File: src/rtl/dm_arbiter_if.sv
`default_nettype none
// ============================================================================
//  Module      : dm_arbiter_if
//  Description : Bundle of the two requester ports (CPU data / DMA) and the
//                single-ported data-memory command bus of dm_arbiter.
//                master : requester / memory model side
//                slave  : arbiter side
//  Ports       : req0/1, we0/1, addr0/1, wdata0/1, pc0  -> arbiter
//                ack0/1, err0/1, rdata0/1, cnt0/1       <- arbiter
//                dm_memWrite, dm_address, dm_writedata,
//                dm_pc                                  <- arbiter
//                dm_readdata                            -> arbiter
//  Revision    : 1.0  initial release
// ============================================================================
interface dm_arbiter_if;
    logic        req0;
    logic        req1;
    logic        we0;
    logic        we1;
    logic [31:0] addr0;
    logic [31:0] addr1;
    logic [31:0] wdata0;
    logic [31:0] wdata1;
    logic [31:0] pc0;
    logic        ack0;
    logic        ack1;
    logic        err0;
    logic        err1;
    logic [31:0] rdata0;
    logic [31:0] rdata1;
    logic [15:0] cnt0;
    logic [15:0] cnt1;
    logic        dm_memWrite;
    logic [31:0] dm_address;
    logic [31:0] dm_writedata;
    logic [31:0] dm_pc;
    logic [31:0] dm_readdata;

    modport master (
        output req0, req1, we0, we1, addr0, addr1, wdata0, wdata1, pc0,
        input  ack0, ack1, err0, err1, rdata0, rdata1, cnt0, cnt1,
        input  dm_memWrite, dm_address, dm_writedata, dm_pc,
        output dm_readdata
    );

    modport slave (
        input  req0, req1, we0, we1, addr0, addr1, wdata0, wdata1, pc0,
        output ack0, ack1, err0, err1, rdata0, rdata1, cnt0, cnt1,
        output dm_memWrite, dm_address, dm_writedata, dm_pc,
        input  dm_readdata
    );
endinterface
`default_nettype wire

File: src/rtl/dm_arbiter.sv
`default_nettype none
// ============================================================================
//  Module      : dm_arbiter
//  Description : Two-port round-robin arbiter in front of a single-ported data
//                memory. One transaction every three cycles:
//                IDLE (arbitrate/latch) -> SERV (memory command) -> DONE (ack).
//  Ports       : clk   - rising-edge clock
//                reset - asynchronous, active-high reset
//                bus   - dm_arbiter_if.slave (requesters + memory command)
//  Parameters  : ADDR_LIMIT - exclusive upper byte-address bound of the memory
//                CNT_SAT    - ceiling at which the transaction counters stop
//  Revision    : 1.0  initial release
// ============================================================================
module dm_arbiter #(
    parameter logic [31:0] ADDR_LIMIT = 32'h0000_1000,
    parameter logic [15:0] CNT_SAT    = 16'hFFFF
) (
    input  wire logic    clk,
    input  wire logic    reset,
    dm_arbiter_if.slave  bus
);

    localparam logic [1:0] c_IDLE = 2'd0;
    localparam logic [1:0] c_SERV = 2'd1;
    localparam logic [1:0] c_DONE = 2'd2;

    logic [1:0]  r_state;
    logic [1:0]  w_state_next;

    logic        r_last;      // port served most recently
    logic        r_port;      // port of the transaction in flight
    logic        r_we;
    logic [31:0] r_addr;
    logic [31:0] r_wdata;
    logic [31:0] r_pc;
    logic [15:0] r_cnt0;
    logic [15:0] r_cnt1;
    logic [31:0] r_rdata;
    logic        r_err;

    logic        w_any_req;
    logic        w_grant1;
    logic        w_valid;

    assign w_any_req = bus.req0 | bus.req1;
    // Port 1 wins when it is alone, or on a tie when port 0 was served last.
    assign w_grant1  = bus.req1 & (~bus.req0 | ~r_last);
    assign w_valid   = (r_addr < ADDR_LIMIT) && (r_addr[1:0] == 2'b00);

    // ------------------------------------------------------------------
    // State register
    // ------------------------------------------------------------------
    always_ff @(posedge clk or posedge reset) begin
        if (reset) begin
            r_state <= c_IDLE;
        end else begin
            r_state <= w_state_next;
        end
    end

    // ------------------------------------------------------------------
    // Next-state logic; DONE always returns to IDLE without sampling
    // requests, so a requester has one cycle to drop req after its ack.
    // ------------------------------------------------------------------
    always_comb begin
        w_state_next = r_state;
        case (r_state)
            c_IDLE:  if (w_any_req) w_state_next = c_SERV;
            c_SERV:  w_state_next = c_DONE;
            c_DONE:  w_state_next = c_IDLE;
            default: w_state_next = c_IDLE;
        endcase
    end

    // ------------------------------------------------------------------
    // Datapath: latch the winner in IDLE, capture the response in SERV
    // ------------------------------------------------------------------
    always_ff @(posedge clk or posedge reset) begin
        if (reset) begin
            r_last  <= 1'b1;
            r_port  <= 1'b0;
            r_we    <= 1'b0;
            r_addr  <= 32'd0;
            r_wdata <= 32'd0;
            r_pc    <= 32'd0;
            r_cnt0  <= 16'd0;
            r_cnt1  <= 16'd0;
            r_rdata <= 32'd0;
            r_err   <= 1'b0;
        end else begin
            if (r_state == c_IDLE && w_any_req) begin
                r_port <= w_grant1;
                r_last <= w_grant1;
                if (w_grant1) begin
                    r_we    <= bus.we1;
                    r_addr  <= bus.addr1;
                    r_wdata <= bus.wdata1;
                    r_pc    <= 32'd0;   // DMA has no PC to log
                    if (r_cnt1 != CNT_SAT) r_cnt1 <= r_cnt1 + 16'd1;
                end else begin
                    r_we    <= bus.we0;
                    r_addr  <= bus.addr0;
                    r_wdata <= bus.wdata0;
                    r_pc    <= bus.pc0;
                    if (r_cnt0 != CNT_SAT) r_cnt0 <= r_cnt0 + 16'd1;
                end
            end
            if (r_state == c_SERV) begin
                r_rdata <= (w_valid && !r_we) ? bus.dm_readdata : 32'd0;
                r_err   <= ~w_valid;
            end
        end
    end

    // ------------------------------------------------------------------
    // Outputs: decoded from the state so that an asynchronous reset
    // drops the memory command and any pending ack at once.
    // ------------------------------------------------------------------
    always_comb begin
        bus.dm_memWrite  = 1'b0;
        bus.dm_address   = 32'd0;
        bus.dm_writedata = 32'd0;
        bus.dm_pc        = 32'd0;
        bus.ack0         = 1'b0;
        bus.ack1         = 1'b0;
        bus.err0         = 1'b0;
        bus.err1         = 1'b0;
        bus.rdata0       = 32'd0;
        bus.rdata1       = 32'd0;
        case (r_state)
            c_SERV: begin
                bus.dm_memWrite  = r_we & w_valid;
                bus.dm_address   = r_addr;
                bus.dm_writedata = r_wdata;
                bus.dm_pc        = r_pc;
            end
            c_DONE: begin
                if (r_port) begin
                    bus.ack1   = 1'b1;
                    bus.err1   = r_err;
                    bus.rdata1 = r_rdata;
                end else begin
                    bus.ack0   = 1'b1;
                    bus.err0   = r_err;
                    bus.rdata0 = r_rdata;
                end
            end
            default: ;
        endcase
    end

    assign bus.cnt0 = r_cnt0;
    assign bus.cnt1 = r_cnt1;

endmodule
`default_nettype wire

File: src/flat_wrapper.sv
// flat-port wrapper written by rule: the top's interface ports become plain ports
module dm_arbiter_flat 
#(
    parameter logic [31:0] ADDR_LIMIT = 32'h0000_1000,
    parameter logic [15:0] CNT_SAT    = 16'hFFFF
)
  (clk, reset, bus_req0, bus_req1, bus_we0, bus_we1, bus_addr0, bus_addr1, bus_wdata0, bus_wdata1, bus_pc0, bus_ack0, bus_ack1, bus_err0, bus_err1, bus_rdata0, bus_rdata1, bus_cnt0, bus_cnt1, bus_dm_memWrite, bus_dm_address, bus_dm_writedata, bus_dm_pc, bus_dm_readdata);
  dm_arbiter_if bus_i ();
  input  wire logic clk;
  input  wire logic reset;
  input wire logic [$bits(bus_i.req0)-1:0] bus_req0;
  input wire logic [$bits(bus_i.req1)-1:0] bus_req1;
  input wire logic [$bits(bus_i.we0)-1:0] bus_we0;
  input wire logic [$bits(bus_i.we1)-1:0] bus_we1;
  input wire logic [$bits(bus_i.addr0)-1:0] bus_addr0;
  input wire logic [$bits(bus_i.addr1)-1:0] bus_addr1;
  input wire logic [$bits(bus_i.wdata0)-1:0] bus_wdata0;
  input wire logic [$bits(bus_i.wdata1)-1:0] bus_wdata1;
  input wire logic [$bits(bus_i.pc0)-1:0] bus_pc0;
  output wire logic [$bits(bus_i.ack0)-1:0] bus_ack0;
  output wire logic [$bits(bus_i.ack1)-1:0] bus_ack1;
  output wire logic [$bits(bus_i.err0)-1:0] bus_err0;
  output wire logic [$bits(bus_i.err1)-1:0] bus_err1;
  output wire logic [$bits(bus_i.rdata0)-1:0] bus_rdata0;
  output wire logic [$bits(bus_i.rdata1)-1:0] bus_rdata1;
  output wire logic [$bits(bus_i.cnt0)-1:0] bus_cnt0;
  output wire logic [$bits(bus_i.cnt1)-1:0] bus_cnt1;
  output wire logic [$bits(bus_i.dm_memWrite)-1:0] bus_dm_memWrite;
  output wire logic [$bits(bus_i.dm_address)-1:0] bus_dm_address;
  output wire logic [$bits(bus_i.dm_writedata)-1:0] bus_dm_writedata;
  output wire logic [$bits(bus_i.dm_pc)-1:0] bus_dm_pc;
  input wire logic [$bits(bus_i.dm_readdata)-1:0] bus_dm_readdata;
  assign bus_i.req0 = bus_req0;
  assign bus_i.req1 = bus_req1;
  assign bus_i.we0 = bus_we0;
  assign bus_i.we1 = bus_we1;
  assign bus_i.addr0 = bus_addr0;
  assign bus_i.addr1 = bus_addr1;
  assign bus_i.wdata0 = bus_wdata0;
  assign bus_i.wdata1 = bus_wdata1;
  assign bus_i.pc0 = bus_pc0;
  assign bus_ack0 = bus_i.ack0;
  assign bus_ack1 = bus_i.ack1;
  assign bus_err0 = bus_i.err0;
  assign bus_err1 = bus_i.err1;
  assign bus_rdata0 = bus_i.rdata0;
  assign bus_rdata1 = bus_i.rdata1;
  assign bus_cnt0 = bus_i.cnt0;
  assign bus_cnt1 = bus_i.cnt1;
  assign bus_dm_memWrite = bus_i.dm_memWrite;
  assign bus_dm_address = bus_i.dm_address;
  assign bus_dm_writedata = bus_i.dm_writedata;
  assign bus_dm_pc = bus_i.dm_pc;
  assign bus_i.dm_readdata = bus_dm_readdata;
  dm_arbiter #(.ADDR_LIMIT(ADDR_LIMIT), .CNT_SAT(CNT_SAT)) u_core (.clk(clk), .reset(reset), .bus(bus_i));
endmodule
File: config.mk
export PLATFORM = sky130hd
export DESIGN_NAME = dm_arbiter_flat
export DESIGN_NICKNAME = d
export VERILOG_FILES = /design/src/rtl/dm_arbiter_if.sv /design/src/rtl/dm_arbiter.sv /design/src/flat_wrapper.sv
export SDC_FILE = /design/constraint.sdc
export NUM_CORES = 1
export LEC_CHECK = 0
export BUFFER_PORTS_ARGS = -buffer_cell sky130_fd_sc_hd__buf_2
export CORE_AREA = 2 2 154 156
export DETAILED_ROUTE_END_ITERATION = 8
export DIE_AREA = 0 0 156 158
export SYNTH_ARGS = -nofsm -noshare
export SYNTH_HDL_FRONTEND = slang
export SYNTH_SLANG_ARGS = --single-unit
File: constraint.sdc
create_clock -name clk -period 6.3 [get_ports clk]
set_input_delay 1.26 -clock clk [delete_from_list [all_inputs] [get_ports clk]]
set_output_delay 1.26 -clock clk [all_outputs]
set_load 0.02 [all_outputs]
## Word level (Yosys, flattened, before mapping)

Index checks and enable logic that the tools add are counted.

| cells by class | value |
|---|---|
| $add $sub $neg | 2 |
| order comparisons | 1 |
| equal/unequal tests | 5 |
| mux-type cells | 23 |
| bitwise gates (word level) | 8 |
| reduce and logical (&&, ||, !) cells | 8 |

Operators by type and width:

| cell | count |
|---|---|
| $mux 32 | 11 |
| $add 16x1->16 const B | 2 |
| $lt 32x13->1 const B | 1 |
| $ne 16x16->1 const B | 2 |
| $mux 1 | 10 |
| $reduce_and 3->1 | 2 |
| $logic_not 2->1 | 2 |
| $not 1->1 | 4 |
| $pmux 2 s2 | 1 |
| $logic_and 1x1->1 | 3 |
| $and 1x1->1 | 2 |
| $eq 2x1->1 const B | 1 |
| $eq 2x2->1 const B | 1 |
| $mux 2 | 1 |
| $ne 2x1->1 const B | 1 |
| $or 1x1->1 | 2 |
| $logic_not 1->1 | 1 |

| word-level totals | value |
|---|---|
| register bits after elaboration | 166 |
| bits of input ports | 198 |

## Depth between registers and ports, before layout

| depth | value |
|---|---|
| word-level depth | 5 |
| mapped depth | 7 |

## Least setup slack after synthesis

OpenSTA, ideal clock, no wires.

| timing path | value |
|---|---|
| path type | reg2out |
| from | register u_core.r_state[1] |
| to | output bus_dm_pc[10] |
| data arrival time | 1.387 ns |
| setup slack | 3.653 ns |
| cell stages (with the launch flop) | 7 |
| buffers on the path | 3 |
| path through | dfrtp_1 nand2b_1 buf_2 inv_4 buf_2 clkbuf_1 and2_1 |

| between the ends | value |
|---|---|
| longest elaborated chain between the ends | 2 |

Ends and longest elaborated chain:

| what | RTL line | RTL |
|---|---|---|
| start: declaration | dm_arbiter.sv:27 | `logic [1:0] r_state;` |
| start signal: assignment | dm_arbiter.sv:55 | `r_state <= c_IDLE;` |
| start signal: assignment | dm_arbiter.sv:57 | `r_state <= w_state_next;` |
| $eq 2x1->1 | dm_arbiter.sv:130 | `case (r_state)` |
| $mux 32 | dm_arbiter.sv:130 |  |
| end: declaration | flat_wrapper.sv:31 | `output wire logic [$bits(bus_i.dm_pc)-1:0] bus_dm_pc;` |

Every way passes these cells.

## Worst setup path in the final report

| timing path | value |
|---|---|
| from | register u_core.r_state[1] |
| to | output bus_dm_memWrite |

| between the ends | value |
|---|---|
| longest elaborated chain between the ends | 2 |

Ends and longest elaborated chain:

| what | RTL line | RTL |
|---|---|---|
| $eq 2x1->1 | dm_arbiter.sv:130 |  |
| $mux 1 | dm_arbiter.sv:130 |  |
| end: declaration | flat_wrapper.sv:28 | `output wire logic [$bits(bus_i.dm_memWrite)-1:0] bus_dm_memWrite;` |

Every way passes these cells.

==> impl_metrics.toml <==
[timing]
hold_viol_final = 0
max_freq_ghz = 0.261
fin_setup_tns_ns = 0
fin_worst_skew_ns = 0.0118
rsz0062_at_grt = "false"
setup_ws_ns = 2.47
slew_headroom_pct = 19.7
finalSetupViolCount = 0
finalCritPeriodShare_pct = 60.8
slew_viol_final = 0
worst_pin_slew_ns = 1.20
finalCriticalPeriod_ns = 3.83
holdWs_ns = 0.475

[global_routing]
antenna_found_initial = 0
grt_max_degree = 100
overflow = 0
grt_util_all_layers_pct = 19.6
first_global_vias = 6726
grt_pass1_wl_um = 37700

[critical_path]
cp.arrival_ns = 2.57
cp-start-kind = "register"
cpPeakStageDelay_ns = 0.60
required_ns = 5.04
critPathMaxFanout = 99
worstPathCellList = "nand2b_1 -> buf_4 -> inv_4 -> nand3_2 -> nor2_1 -> and2_1 -> buf_2"
cp_slowest_cell = "inv_4"
critical_path_class = "reg2out"
rr_worst_depth = 6
endpoint_kind = "output port"

[routing]
drc_errors = 0
num_vias = 7069
totalWireLength_um = 24900
drt_iter0_markers = 758
wl_per_cell_um = 17.8
via_per_inst = 5.05
postRouteAntennaNets = 0
firstDrtPassIters = 8

[synth]
syn_avg_cell_area_um2 = 11.0
synth_area_mm2 = 0.00802
synth_nets = 932
ys_seq_elements = 166
yosys_warnings = 0
post-synth-top-count-cell = "dfrtp_1"
synth.top_cell.area_share_pct = 51.5
netlist_instances = 732
yosys-top-cells-count = "165 x dfrtp_1, 164 x and2_1, 64 x a22o_1"
synth-main-ff-cell = "dfrtp_1"
synth_top_area_cell = "dfrtp_1"
netlist_top_cells_area = "dfrtp_1 51%, and2_1 13%, a22o_1 7.0%, a222oi_1 6.9%, inv_1 2.8%"
yosysUniqueCellTypes = 47
postSynth.asyncResetShare_pct = 100
synth-seq-area-share_pct = 51.8
synth_edf_count = 0

[floorplanning]
start_util_pct = 34.8
io_pins = 395
die_width_um = 156
fp.dieH_um = 158
die-area_mm2 = 0.0246
design.core.area_mm2 = 0.0231
rows = 56

[place]
dp.final_hpwl_um = 17900
numPortBuffers = 394
gp_congestion = 0.800
dp_worst_setup_slack_ns = 2.83

[outcome]
outcome = "completed"

[pwr]
powerDensity_mw_per_mm2 = 420
p_sw_w = 0.00179
peakVddDrop_mv = 0.196
intPower_w = 0.00274
combinationalPowerShare_pct = 38.8
leakage_nw = 6.01
switching_share_pct = 39.6
clkPwrFrac_pct = 24.1
power_frac_seq_pct = 37.1

[clock_network]
cts-root-buf = "clkbuf_16"
cts_setup_buffers = 0
clock_latency_ns = 0.42
htreeDepth = 4
cts_buffers = 17
cts_tree = "built"
cts_resized = 0
clock-sinks = 166
cts_buffer_depth = 2
ctsHoldBuffers = 0
path_clk_slew_ns = 0.07

[hold_path]
hold_path_depth = 2
holdCritPathClass = "reg2reg"

[final_layout]
drive_gt1_share_pct = 41.0
area_growth_pct = 34.4
fillers = 2237
nets = 1298

[job]
drv_cap = 0
## state kept, by name (all words and copies together) (netlist names)
signal / flops
u_core.bus.cnt0: 16
u_core.bus.cnt1: 16
u_core.r_err: 1
u_core.r_addr: 32
u_core.r_pc: 32
u_core.r_wdata: 32
u_core.r_last: 1
u_core.r_we: 1
u_core.r_state: 2
u_core.r_port: 1
u_core.r_rdata: 32
## metal layers
| metal | track usage, % | vias up | share of wire, % |
|---|---|---|---|
| li1 | - | 3366 | - |
| met1 | 25.6 | 3347 | 43 |
| met2 | 32.1 | 325 | 49 |
| met3 | 4.30 | 31 | 6.8 |
| met4 | 6.82 | 0 | 1.9 |
| met5 | 0 | - | 0 |
## power groups by stage
stage | sequential [W] | clock, W | combinational, W
after detailed placement | 0.00169 | 0 | 0.00178
after CTS | 0.00168 | 0.00112 | 0.00179
after global routing | 0.00173 | 0.00117 | 0.00194
after global placement | 0.00168 | 0 | 0.00177
after floorplan | 0.00165 | 0 | 0.00123
final | 0.00168 | 0.00109 | 0.00176
## layout by cell type, fill, tap and decap left out, types with 5 or more instances in the layout
master,instances
and3_1,5
and2_1,163
dfrtp_1,165
o21ai_0,11
mux2i_1,10
and4_1,5
nand3_1,9
xor2_1,19
a21oi_1,6
a22o_1,64
a211oi_1,5
buf_2,394
xnor2_1,7
nor4_1,7
nand2_1,23
nor3_1,5
clkbuf_16,17
buf_4,8
a222oi_1,55
nor2_1,6
inv_1,59
nand4_1,15
## metrics by stage
step	cell area, um^2	util [%]	total power, W	instances
4_1_cts	10800	46.7	0.00459	1400
2_1_floorplan	8020	-	0.00288	732
3_3_place_gp	10200	44.1	0.00345	1369
5_1_grt	10800	46.7	0.00484	1400
3_5_place_dp	10200	44.1	0.00348	1369
6_report	10800	46.8	0.00453	1401
## layout make-up
cell class / instances / area, um^2 / share of cell area (%)
antenna: 1 / 2.50 / 0.0232
clock buffer: 19 / 443 / 4.11
multi-input combinational: 450 / 3380 / 31.3
sequential: 166 / 4160 / 38.6
inverter: 61 / 236 / 2.19
timing repair buffer: 402 / 2030 / 18.9
clock inverter: 12 / 169 / 1.57
tap: 290 / 363 / 3.37
## critical path, delay by kind of cell, from the launching register on
family	cells	cell delay (ns)
buffers and inverters	3	1.01
flip-flops	1	0.43
AND/OR/NAND/NOR	4	0.67
## kinds of logic (layout without fill, tap and decap cells)
family                   after synthesis  in the layout  synth area share, %
AND/OR/NAND/NOR                      257            257                 20.1
flip-flops                           166            166                 51.8
AO/OA/AOI/OAI                        151            151                 16.8
buffers and inverters                116            494                 6.29
XOR/XNOR                              26             26                 2.84
multiplexers                          14             14                 1.81
adder cells (fa/ha/maj)                2              2                0.312
other                                  0              1                    0
## final timing paths
check	startpoint	slack [ns]	endpoint
setup / recovery	u_core.r_state[1]	2.47	bus_dm_memWrite
hold / removal	u_core.r_addr[4]	0.47	u_core.r_addr[4]
setup reg to reg	u_core.r_state[1]	3.32	u_core.r_rdata[4]
hold reg to reg	u_core.r_addr[4]	0.47	u_core.r_addr[4]
max in group asynchronous	reset	4.29	u_core.r_pc[1]
min in group asynchronous	reset	0.90	u_core.r_rdata[4]
Power figures use the tool's default switching activity.
